## config.mk

```make
export PLATFORM = sky130hd
export DESIGN_NAME = alu_pass_sequencer
export DESIGN_NICKNAME = d
export VERILOG_FILES = /design/src/rtl/alu_pass_sequencer.sv
export SDC_FILE = /design/constraint.sdc
export NUM_CORES = 1
export LEC_CHECK = 0
export BUFFER_PORTS_ARGS = -buffer_cell sky130_fd_sc_hd__buf_2
export CAP_MARGIN = 5
export CORE_MARGIN = 3
export CORE_UTILIZATION = 47
export CTS_CLUSTER_DIAMETER = 30
export CTS_CLUSTER_SIZE = 25
export DETAILED_ROUTE_END_ITERATION = 10
export GPL_TIMING_DRIVEN = 0
export HOLD_SLACK_MARGIN = 0.03
export PLACE_DENSITY = 0.74
export RECOVER_POWER = 100
export SYNTH_ARGS = -nofsm -noshare
export SYNTH_HDL_FRONTEND = slang
export SYNTH_SLANG_ARGS = --single-unit
```

## constraint.sdc

```tcl
create_clock -name clk -period 1.1 [get_ports clk]
set_input_delay 0.22 -clock clk [delete_from_list [all_inputs] [get_ports clk]]
set_output_delay 0.22 -clock clk [all_outputs]
set_load 0.005 [all_outputs]
```

## src/rtl/alu_pass_sequencer.sv

```systemverilog
// Pass sequencer for the 16-lane SIMD ALU: issues NUM_PASSES passes per op,
// tracks results through a PIPE_DEPTH delay line and pulses done per op.
// Optional overlap of issue with drain: define ALU_SEQ_OVERLAP_EN.
module alu_pass_sequencer #(
  parameter int NUM_PASSES = 4,
  parameter int PIPE_DEPTH = 3,
  parameter int TAG_WIDTH  = 6
) (
  input  logic                          clk,
  input  logic                          rst,
  input  logic                          issue_valid,
  input  logic [TAG_WIDTH-1:0]          issue_tag,
  output logic                          issue_ready,
  output logic                          in_wr_en,
  output logic                          in_shift_en,
  output logic                          alu_valid,
  output logic [$clog2(NUM_PASSES)-1:0] pass_idx,
  output logic                          out_shift_en,
  output logic                          done,
  output logic [TAG_WIDTH-1:0]          done_tag,
  output logic                          busy
);

  localparam int CW = $clog2(NUM_PASSES);
  localparam logic [CW-1:0] LAST    = CW'(NUM_PASSES - 1);
  localparam logic [CW-1:0] LAST_M1 = CW'(NUM_PASSES - 2);

  typedef enum logic [1:0] {
    IDLE,
    EXEC,
    DRAIN
  } state_t;

  state_t                 state;
  logic [CW-1:0]          cnt;
  logic [TAG_WIDTH-1:0]   tag_q;
  logic                   accept;
  logic                   last_out;

  logic [PIPE_DEPTH-1:0]  dly_valid;
  logic [PIPE_DEPTH-1:0]  dly_last;
  logic [TAG_WIDTH-1:0]   dly_tag [PIPE_DEPTH];

  always_comb begin
    issue_ready = (state == IDLE);
`ifdef ALU_SEQ_OVERLAP_EN
    if (state == DRAIN) issue_ready = 1'b1;
`endif
  end

  assign accept       = issue_valid & issue_ready;
  assign in_wr_en     = accept;
  assign pass_idx     = cnt;
  assign out_shift_en = dly_valid[PIPE_DEPTH-1];
  assign last_out     = dly_valid[PIPE_DEPTH-1] & dly_last[PIPE_DEPTH-1];
  assign busy         = (state != IDLE) | (|dly_valid);

  always_ff @(posedge clk) begin
    if (rst) begin
      state       <= IDLE;
      cnt         <= '0;
      tag_q       <= '0;
      alu_valid   <= 1'b0;
      in_shift_en <= 1'b0;
      done        <= 1'b0;
      done_tag    <= '0;
    end else begin
      // done is driven only by the delayed last-pass flag, never by FSM state
      done <= last_out;
      if (last_out) done_tag <= dly_tag[PIPE_DEPTH-1];

      unique case (state)
        IDLE, DRAIN: begin
          if (accept) begin
            state       <= EXEC;
            cnt         <= '0;
            tag_q       <= issue_tag;
            alu_valid   <= 1'b1;
            in_shift_en <= 1'b1;
          end else if (state == DRAIN && last_out) begin
            state <= IDLE;
          end
        end
        EXEC: begin
          if (cnt == LAST) begin
            state       <= DRAIN;
            cnt         <= '0;
            alu_valid   <= 1'b0;
            in_shift_en <= 1'b0;
          end else begin
            cnt         <= cnt + 1'b1;
            in_shift_en <= (cnt != LAST_M1);
          end
        end
        default: state <= IDLE;
      endcase
    end
  end

  always_ff @(posedge clk) begin
    if (rst) begin
      dly_valid <= '0;
      dly_last  <= '0;
      for (int unsigned i = 0; i < PIPE_DEPTH; i++) dly_tag[i] <= '0;
    end else begin
      dly_valid[0] <= alu_valid;
      dly_last[0]  <= alu_valid & (cnt == LAST);
      dly_tag[0]   <= tag_q;
      for (int unsigned i = 1; i < PIPE_DEPTH; i++) begin
        dly_valid[i] <= dly_valid[i-1];
        dly_last[i]  <= dly_last[i-1];
        dly_tag[i]   <= dly_tag[i-1];
      end
    end
  end

endmodule
```

* Yosys cells after proc, flatten, opt, wreduce, memory -nomap -nowiden
Memories as Yosys holds them, arrays and structs flattened. A register that Yosys moved wholly into a read port is not among the register bits. Cells that the tools add are included.
Cells by class: add/sub/neg operators 1, equal/unequal tests 7, mux-type cells 18, bitwise logic cells 7, reductions and logical operators 10
Operators with widths (number):
- 2-to-1 mux 6 bit | 3
- 2-to-1 mux 2 bit | 5
- case mux 2 bit (2 select lines) | 2
- 2-to-1 mux 1 bit | 6
- != test 2 bit (second input constant) | 3
- AND reduction 2 bit | 3
- equality test 2 bit (second input constant) | 2
- OR 1 bit | 4
- case mux 1 bit (2 select lines) | 2
- nonzero test 2 bit | 2
- AND 1 bit | 3
- != test 3 bit (second input constant) | 1
- AND reduction 3 bit | 1
- OR reduction 3 bit | 1
- adder 2 x 1 -> 2 bit (second input constant) | 1
- equality test 2 x 1 -> 1 bit (second input constant) | 1
- logical NOT 2 bit | 1
- OR reduction 2 bit | 1
- logical AND 1 bit | 1
Storage, ports and cells: bits in registers 19, RAM bits 18, input port bits 9, logic and storage cells 52, memories 1
Memory list:
- dly_tag | depth 3, width 6, read ports 3, clocked after Yosys merged registers in 1, wr ports 3, RTL line 42 | logic [TAG_WIDTH-1:0] dly_tag [PIPE_DEPTH];

* Logic depth before layout (Yosys ltp)
Gate-level depths: netlist of the first run.
depth in word-level cells 5, gate-level depth with buffers 5, depth with buffers taken out 5

* Worst setup path before layout of the first run
OpenSTA, ideal clock, no wires.
path type register to register, start register state[0], end register in_shift_en, library setup time 0.079 ns, arrival time 1.122 ns, setup slack -0.102 ns, cell stages (with the launch flop) 6, buffers on the path 1, period minus slack after synthesis 1.202 ns, path through dfxtp_1 -> or3b_4 -> buf_6 -> clkinv_2 -> nor2_1 -> a211oi_2
Between the ends: word-level cells in the longest chain between the ends 4
RTL lines:
- start: declaration | RTL line 34 | state_t state;
- start signal: assignment | RTL line 60 | state <= IDLE;
- start signal: assignment | RTL line 75 | state <= EXEC;
- start signal: assignment | RTL line 81 | state <= IDLE;
- logical NOT 2 bit | RTL line 45 | issue_ready = (state == IDLE);
- AND 1 bit | RTL line 51 | assign accept = issue_valid & issue_ready;
- via in_wr_en | RTL line 14 | output logic in_wr_en,
- != test 2 bit (no source line)
- AND reduction 2 bit (no source line)
- end signal: assignment | RTL line 92 | in_shift_en <= (cnt != LAST_M1);
- end: declaration | RTL line 15 | output logic in_shift_en,
The timed path passes the listed nets, and every way through them passes these cells. A chain may end at the register's enable or synchronous reset.

* Worst setup path in the final report of the first run
start register state[0], end output port in_wr_en
Between the ends: word-level cells in the longest chain between the ends 2
RTL lines (RTL line):
- logical NOT 2 bit | 45
- AND 1 bit | 51
- end: declaration | 14
Every way passes these cells.

==> results of run 1 <==
==> what timing repair did <==
action / in CTS / in global routing
gates resized for setup: 15 / 15
cloned: 0 / 0
buffers inserted: 9 / 5
hold buffers: 0 / 0
pin swaps: 3 / 6
setup endpoints to repair: 21 / 17
==> metal layers <==
layer,vias up,track usage [%]
li1,484,-
met1,449,18.5
met2,25,27.0
met3,6,4.79
met4,0,8.54
met5,-,0
==> power by group <==
part	internal, mW	leakage [nW]	switching [mW]
clock	0.250	0.0293	0.443
sequential	1.63	0.354	0.0283
combinational	0.155	0.352	0.126
==> worst reg2reg max path: stages (launching register included) <==
cell and delay [ps]:
dfxtp_2 340, or3b_4 400, buf_4 150, buf_6 110
buf_6 110, nor2_4 170, o22a_1 150
==> layout make-up <==
| class | instances | share of cell area [%] |
|---|---|---|
| Sequential cell | 43 | 50.7 |
| Multi-Input combinational cell | 74 | 29.2 |
| Timing Repair Buffer | 32 | 11.8 |
| Clock buffer | 7 | 2.62 |
| Buffer | 5 | 2.54 |
| Tap cell | 30 | 2.18 |
| Inverter | 2 | 0.727 |
| Clock inverter | 1 | 0.291 |
==> path summary, 6_finish.rpt <==
path	to	slack, ps	depth (start not counted)
worst max register to register	tag_q[1]	-370	6
worst min register to register	dly_tag[2][0]	450	1
worst min-delay path	tag_q[2]	110	2
worst max-delay path	in_wr_en	-450	4
==> Yosys cell counts <==
cell / number
and2_1: 1
o21a_1: 1
nor3_1: 1
buf_6: 1
o22a_1: 6
clkinv_2: 1
a211oi_2: 1
nand3b_1: 2
nor2_1: 6
or2_2: 1
a21o_1: 1
nand2b_1: 1
nand2_1: 8
dfxtp_1: 43
or3_1: 1
inv_1: 1
ha_1: 2
buf_2: 2
nand3_1: 8
clkbuf_1: 2
a21oi_1: 9
or3b_4: 1
nor2_2: 1
nor2b_1: 23
==> cells by family after synthesis <==
| logic type | count (synthesis) |
|---|---|
| buffers and inverters | 7 |
| AOI/OAI and AO/OA | 18 |
| and+or+nand+nor | 54 |
| DFF | 43 |
| adders and majority gates | 2 |
==> registers in the layout (all words and copies together) (netlist names) <==
| signal | flops |
|---|---|
| done_tag | 6 |
| alu_valid | 1 |
| done | 1 |
| in_shift_en | 1 |
| dly_valid | 3 |
| state | 2 |
| tag_q | 6 |
| dly_tag | 18 |
| pass_idx | 2 |
| dly_last | 3 |
==> stage by stage <==
| stage | area [um2] | std cells |
|---|---|---|
| after floorplan | 1360 | 124 |
| final | 1720 | 194 |
| after global routing | 1720 | 194 |
| after CTS | 1680 | 194 |
| after detailed placement | 1510 | 177 |
| after global placement | 1510 | 177 |
==> results.md, run 1 <==
- Status: complete, but fails checks
- Failing checks: negative setup slack
- Final Critical Period: between 1500 and 2000 ps
- Sequential share of the synthesized area: 63.9%
- Xor/xnor share of the synthesized area: 0%
- Core Region: about 2600 um2
- Max IR drop VDD: 1.29 mV
- Power Total: 2.63 mW
- Die height: 59.5 um
- 1st-pass router iterations: 4
- IO buf count: 23
- Mux share of post-synthesis cell area: 0%
- Worst slew margin: 66.7%
- Die area: 3550 um2
- Avg Inst Size Synth: 10.9 um2
- Area of the multi-input gates: 503 um2
- CTS tree: done
- Register area: 872 um2
- Pin count of the biggest net entering global routing: 13
- Area grow syn2layout: 27.8%
- H-tree Lvls: 2
- Site Rows: 18
- Delay-heaviest family, CP: simple AND/OR/NAND/NOR gates
- Clock Tree Buf Depth: 2
- Fin nets: approximately 170
- Worst Max-Slew Pin Slew: about 500 ps
- Via count: between 900 and 1k
- Placer Congestion: 0.742
- Mapped Cells: 124
- Most area-hungry cell type in the Yosys netlist: dfxtp_1
- Routed WL: 2520 um
- Synth Area in Compound Gates: between 9 and 10%
- Clock root buffer: clkbuf_4
- Slowest CP cell: or3b_4
- Tcrit/Tclk final: 140%
- Initial antenna violation count: 0
- Ranking of synthesized cells by area: dfxtp_1, nor2b_1, o22a_1, a21oi_1, nand3_1
- Initial DRC count: 10
- Netlist cell types: 24
- GR Overflow Total: 0
- Fillcell total: between 200 and 250
- Synthesized-area fraction occupied by and/or/nand/nor cells: 22.2%
- Starting density of the core: 52.0%
- PnR worst setup slack: -445 ps
- Clock buffer count from CTS: 5
- CTS Sinks: 43
- Leak: 0.735 nW
- Worst Setup End Kind: output port
- Commonest cells after routing, fill and taps aside: dfxtp_1, nor2b_1, buf_2, nand2_1, a21oi_1
- Slew Limit Fails: 0
- Worst path cell trace: or3b_4 > buf_8 > clkinv_4 > buf_6
- Power density over cell area: 1530 nW/um2
- Max layer used: met4
- RSZ-0062 raised after global routing: yes
- Crit path DAT: 1330 ps
- Buf/Inv on CP: 3
- Final setup violation count: 14
- Commonest non-fill, non-tap cell in the layout: dfxtp_1
- Worst-path fanout max: 2
- Crit path launch type: register
- Min Hold Slack: 111 ps
- Drc violations: 0
- Clock Pin Slew Worst Setup and Hold Paths: 110 ps
- Fin. Hold Viols: 0
- Synth warnings: 0
- Vias/cell: 4.97
- Gr usage total: 16.2%
- Req. time, crit path: around 880 ps
- CP Launch Point: state[0]
- Max_cap viols: 0
- Synth Area in Adders: 1.86%
- M1 WL: 977 um
- Yosys reg bits: 43
- Met2 Wirelength: 1350 um
- Vias in the first global route: approximately 940
- Post-route ant nets: 0
- Proportion of layout cells with a drive suffix above 1: ~37%
- TNS Setup: -4320 ps
- Critical setup path kind: register to output port
- Clk_lat worst skew: 330 ps
- Global-route wire length before repair: around 4200 um
- Syn Std Cell Area: 1350 um2
- Fmax: 647 MHz
- Worst slack at placement: -144 ps
- Worst stage delay on the critical path: 400 ps
- Critical R2R Launch: state[0]
- DP HPWL: 1540 um
- Yosys top cell area share: 63.9%
- Clk_skew: 3.56 ps
- Synthesized Nets: 135
- Diode count: 0
- Met3 wire length: roughly 160 um
- Die X: ~60 um
- DR WL/cell: 13.0 um
- Hold WC Path Type: input pin to register
- Final Core Density: 66.5%
- Largest family of logic cells by synthesized area: simple AND/OR/NAND/NOR gates
- Hold Crit Start: issue_tag[2]
- IO Pins: 24
(Power assumes the default switching activity.)
==> run 2: changes to the inputs <==
- CORE_UTILIZATION: 47 -> 50
- PLACE_DENSITY: 0.74 -> 0.75
- clock period: 1.1 -> 1.54 ns (I/O delays scaled with it)
==> results.md, run 2 (synthesis gave the netlist of run 1 again) <==
- Crit path launch type: register
- Tcrit/Tclk final: 100%
- Die area: 3350 um2 (-5.4%)
- # hold bufs at CTS: 0 (unchanged)
- Commonest non-fill, non-tap cell in the layout: dfxtp_1
- Core Region: 2520 um2 (-2.6%)
- Gr usage total: 14.8% (-1.3 points)
- Worst path cell trace: or3b_4 > clkinv_2 > buf_6
- Fillcell total: 219 (+6.3%)
- Placed Instances: 177 (unchanged)
- Power Total: 2.04 mW (-22%)
- Biggest regs: dly_tag: 18 flops, done_tag: 6 flops, tag_q: 6 flops
- Diode count: 0 (unchanged)
- Worst slew margin: 68.7% (+2.0 points)
- Max IR drop VDD: 1.04 mV (-19%)
- Routed WL: 2150 um (-15%)
- IO buf count: 23 (unchanged)
- Area grow syn2layout: 18.6%
- Die height: 57.9 um (-2.7%)
- Placer Congestion: 0.739 (-0.38%)
- Vias in the first global route: 823 (-12%)
- Fin nets: 166 (-4.6%)
- Clock Tree Buf Depth: 2 (unchanged)
- Crit path DAT: 1230 ps (-100 ps)
- RSZ-0062 raised after global routing: yes
- Initial DRC count: 18 (+8)
- Worst Setup End Kind: output port
- Site Rows: 18 (unchanged)
- Final Core Density: 63.3% (-3.1 points)
- Global-route wire length before repair: 3660 um (-13%)
- TNS Setup: -2.51 ps (+4320 ps)
- Worst Max-Slew Pin Slew: 470 ps (-29.7 ps)
- CTS Sinks: 43 (unchanged)
- Drc violations: 0 (unchanged)
- Clk_skew: 5.77 ps (+2.21 ps)
- Fin. Hold Viols: 0 (unchanged)
- Clock Pin Slew Worst Setup and Hold Paths: 120 ps (about the same)
- CTS tree: done
- Largest register FFs: 18 (unchanged)
- H-tree Lvls: 2 (unchanged)
- Finished Layout Cells: 186 (-4.1%)
- IO Pins: 24 (unchanged)
- Final Instance Area: 1600 um2 (-7.2%)
- Status: complete, but fails checks
- Worst slack at placement: 169 ps (+312 ps)
- DR WL/cell: 11.6 um (-11%)
- Clock root buffer: clkbuf_4
- GR Overflow Total: 0 (unchanged)
- DP HPWL: 1460 um (-5.1%)
- Starting density of the core: 53.4% (+1.4 points)
- Vias/cell: 4.86 (-2.2%)
- Reg with most FFs: dly_tag
- Pin count of the biggest net entering global routing: 14 (+1)
- Commonest cells after routing, fill and taps aside: dfxtp_1, nor2b_1, buf_2, a21oi_1
- Final setup violation count: 1 (-13)
- Hold WC Path Type: input pin to register
- Register area: 862 um2 (-1.1%)
- Via count: 904 (-6.2%)
- Die X: 57.9 um (-2.7%)
- Critical setup path kind: register to output port
- Worst stage delay on the critical path: 400 ps (about the same)
- Failing checks: negative setup slack
- 1st-pass router iterations: 4 (unchanged)
- Slew Limit Fails: 0 (unchanged)
- Worst-path fanout max: 2 (unchanged)
- Req. time, crit path: 1230 ps (+350 ps)
- Placement-stage cell area: 1500 um2 (-0.58%)
- PnR worst setup slack: -2.51 ps (+443 ps)
- Post-route ant nets: 0 (unchanged)
- Fmax: 648 MHz
- Power density over cell area: 1280 nW/um2 (-16%)
- Proportion of layout cells with a drive suffix above 1: 24.4% (-12 points)
- Min Hold Slack: 184 ps (+73.3 ps)
- Slowest CP cell: or3b_4
- Final Critical Period: between 1500 and 2000 ps
- Clock buffer count from CTS: 5 (unchanged)
- Max_cap viols: 0 (unchanged)
- Clk_lat worst skew: 340 ps (about the same)
- Leak: 0.679 nW (-7.5%)
- Area of the multi-input gates: 452 um2 (-10%)
- Initial antenna violation count: 0 (unchanged)
run 2: worst paths after layout:
path                               startpoint          end  slack, ps  depth (start not counted)
worst max-delay path                 state[1]     in_wr_en         -3                          3
worst min-delay path             issue_tag[5]     tag_q[5]        180                          2
worst max register to register       state[1]     tag_q[3]        120                          4
worst min register to register  dly_tag[2][4]  done_tag[4]        450                          2
run 2: critical path, delay by kind of cell, from the launching register on:
| family | cells | cell delay [ps] |
|---|---|---|
| simple gates | 1 | 400 |
| flops | 1 | 350 |
| buf+inv | 2 | 140 |
run 2: area by class of cell:
cell class	count	share of cell area, %
flip-flops and latches	43	54.0
repair buffers	26	8.77
clock inverters	2	2.19
clock buffers	6	3.21
multi-input cells	74	28.3
inverters	2	0.548
well taps	30	2.35
plain buffers	3	0.705
run 2: report_power, final:
| part | internal (mW) | switching [mW] |
|---|---|---|
| registers | 1.16 | 0.0173 |
| clock network | 0.384 | 0.336 |
| logic | 0.0713 | 0.0680 |
run 2: what timing repair did:
item,in CTS,in global routing
endpoints found under the setup margin,1,2
gates cloned,0,0
buffers inserted,3,0
pin swaps,1,0
resized for setup,3,2
run 2: routing by layer:
| layer | wire, um | global-route usage (%) | share of wire (%) | up-vias |
|---|---|---|---|---|
| li1 | - | - | - | 469 |
| met1 | 945 | 17.5 | 44 | 407 |
| met2 | 1040 | 23.1 | 48 | 23 |
| met3 | 125 | 6.68 | 5.8 | 5 |
| met4 | 44 | 6.95 | 2.0 | 0 |
| met5 | 0 | 0 | 0 | - |
==> run 3: changes to the inputs <==
- CORE_ASPECT_RATIO: default -> 1.4
- GPL_TIMING_DRIVEN: 0 -> 1
==> results.md, run 3 (synthesis gave the netlist of run 1 again) <==
- Worst stage delay on the critical path: 400 ps (about the same)
- DR WL/cell: 11.0 um (-5.0%)
- Diode count: 0 (unchanged)
- Hold depth: 2 (unchanged)
- Fin nets: 164 (-1.2%)
- Final setup violation count: 0 (-1)
- Pint: 1.41 mW (-13%)
- Crit path launch type: register
- Crit path DAT: 1220 ps (about the same)
- Die height: 67.4 um (+16%)
- 1st-pass router iterations: 4 (unchanged)
- Max_cap viols: 0 (unchanged)
- Sequential Power Share: 64.8% (+6.9 points)
- DP HPWL: 1460 um (-0.21%)
- Worst Setup End Kind: output port
- GR Overflow Total: 0 (unchanged)
- Final Critical Period: 1530 ps (-11.0 ps)
- Clock buffer count from CTS: 5 (unchanged)
- Worst slew margin: 40.8% (-28 points)
- Finished Layout Cells: 188 (+1.1%)
- Clk_skew: 4.55 ps (-1.22 ps)
- Clk network pwr share: 27.7% (-7.6 points)
- CTS Sinks: 43 (unchanged)
- Status: complete, no violations
- Fmax: 653 MHz (+0.72%)
- Routed WL: 2060 um (-4.0%)
- Placement-stage cell area: 1480 um2 (-1.1%)
- Slowest CP cell: or3b_4
- Req. time, crit path: 1230 ps (about the same)
- Via count: 910 (+0.66%)
- Pin count of the biggest net entering global routing: 21 (+7)
- Core Region: 2470 um2 (-2.1%)
- Site Rows: 21 (+3)
- Commonest cells after routing, fill and taps aside: dfxtp_1, nor2b_1, buf_2, a21oi_1
- Vias/cell: 4.84 (-0.41%)
- P_sw: 0.410 mW (-2.7%)
- Buf/Inv on CP: 2 (unchanged)
- Power density over cell area: 1170 nW/um2 (-8.2%)
- Largest register FFs: 18 (unchanged)
- Drc violations: 0 (unchanged)
- Gr usage total: 13.9% (-0.98 points)
- Commonest non-fill, non-tap cell in the layout: dfxtp_1
- Clock root buffer: clkbuf_4
- Tcrit/Tclk final: 99.4% (-0.72 points)
- CTS tree: done
- Placed Instances: 177 (unchanged)
- Worst Max-Slew Pin Slew: 888 ps (+419 ps)
- Clock Tree Buf Depth: 2 (unchanged)
- Critical setup path kind: register to output port
- Post-route ant nets: 0 (unchanged)
- H-tree Lvls: 2 (unchanged)
- Starting density of the core: 54.6% (+1.1 points)
- Vias in the first global route: 863 (+4.9%)
- Final Core Density: 63.0% (-0.37 points)
- IO buf count: 23 (unchanged)
- Slew Limit Fails: 0 (unchanged)
- Final Instance Area: 1560 um2 (-2.7%)
- Initial antenna violation count: 0 (unchanged)
- Placer Congestion: 0.728 (-1.6%)
- Leak: 0.647 nW (-4.8%)
- PnR worst setup slack: 8.52 ps (+11.0 ps)
- Max IR drop VDD: 0.760 mV (-27%)
- Clk_lat worst skew: 340 ps (about the same)
- Fin. Hold Viols: 0 (unchanged)
- Worst slack at placement: 201 ps (+32.2 ps)
- Hold WC Path Type: input pin to register
- Worst-path fanout max: 2 (unchanged)
- R2R depth: 4 (unchanged)
- Levels on crit path: 3 (unchanged)
- IO Pins: 24 (unchanged)
- Global-route wire length before repair: 3390 um (-7.3%)
- Initial DRC count: 18 (unchanged)
- Area grow syn2layout: 15.4%
- Power Total: 1.82 mW (-11%)
- Proportion of layout cells with a drive suffix above 1: 22.1% (-2.3 points)
- Delay-heaviest family, CP: simple AND/OR/NAND/NOR gates
- RSZ-0062 raised after global routing: yes
- Worst path cell trace: or3b_4 > clkinv_2 > buf_6
- Reg with most FFs: dly_tag
- Switching part of the total power: 22.5% (+1.8 points)
- Clock Pin Slew Worst Setup and Hold Paths: 110 ps (about the same)
- Biggest regs: dly_tag: 18 flops, done_tag: 6 flops, tag_q: 6 flops
- Comb pwr share: 7.5% (+0.7 points)
- Die X: 49.9 um (-14%)
- Die area: 3360 um2 (+0.26%)
[run 3: cell types whose count changed in the layout (fill, tap and decap cells not counted), sizes merged]
cell | previous run | this run
buf | 23 | 20
clkbuf | 12 | 14
bufinv | 1 | 0
[run 3: through the flow]
stage / hold WS [ps] / TNS (ps)
2_1_floorplan: 391 / 0
3_3_place_gp: 416 / 0
3_5_place_dp: 424 / 0
4_1_cts: 184 / -7.16
5_1_grt: 177 / -90.5
6_report: 192 / 0
[run 3: what timing repair did]
item	4_1_cts	5_1_grt
gates resized for setup	3	2
pin swaps	1	0
cloned	0	0
hold buffers	0	0
buffers inserted	3	0
setup endpoints to repair	1	2
[run 3: worst register-to-register path: stages, from the launching register on]
cell and delay [ps]:
dfxtp_2 340, or3b_4 400, buf_4 180, nor2_2 230, o22a_1 190
[run 3: layout make-up]
cell class | instances | area [um2]
repair buffers | 27 | 141
fillers | 231 | 915
clock inverters | 1 | 5.00
well taps | 34 | 42.5
multi-input cells | 74 | 449
inverters | 2 | 8.76
clock buffers | 7 | 45.0
flip-flops and latches | 43 | 863
[run 3: layer usage]
layer / share of wire (%) / routed length [um] / up-vias / track usage [%]
met4: 1.0 / 21 / 0 / 7.27
met3: 6.3 / 130 / 2 / 5.96
met5: 0 / 0 / - / 0
met2: 54 / 1110 / 24 / 26.2
met1: 39 / 805 / 420 / 12.3
li1: - / - / 464 / -
[run 3: power groups by stage]
stage / combinational, mW / clock (mW) / sequential [mW]
after floorplan: 0.0901 / 0 / 1.20
after global placement: 0.125 / 0 / 1.20
after detailed placement: 0.129 / 0 / 1.21
after CTS: 0.140 / 0.524 / 1.18
after global routing: 0.152 / 0.576 / 1.19
final: 0.136 / 0.505 / 1.18
[run 3: worst paths after layout]
check | start | slack [ps] | end
setup / recovery | state[1] | 9 | in_wr_en
hold / removal | issue_tag[4] | 190 | tag_q[4]
setup reg to reg | state[1] | 150 | tag_q[5]
hold reg to reg | dly_tag[1][0] | 450 | dly_tag[2][0]
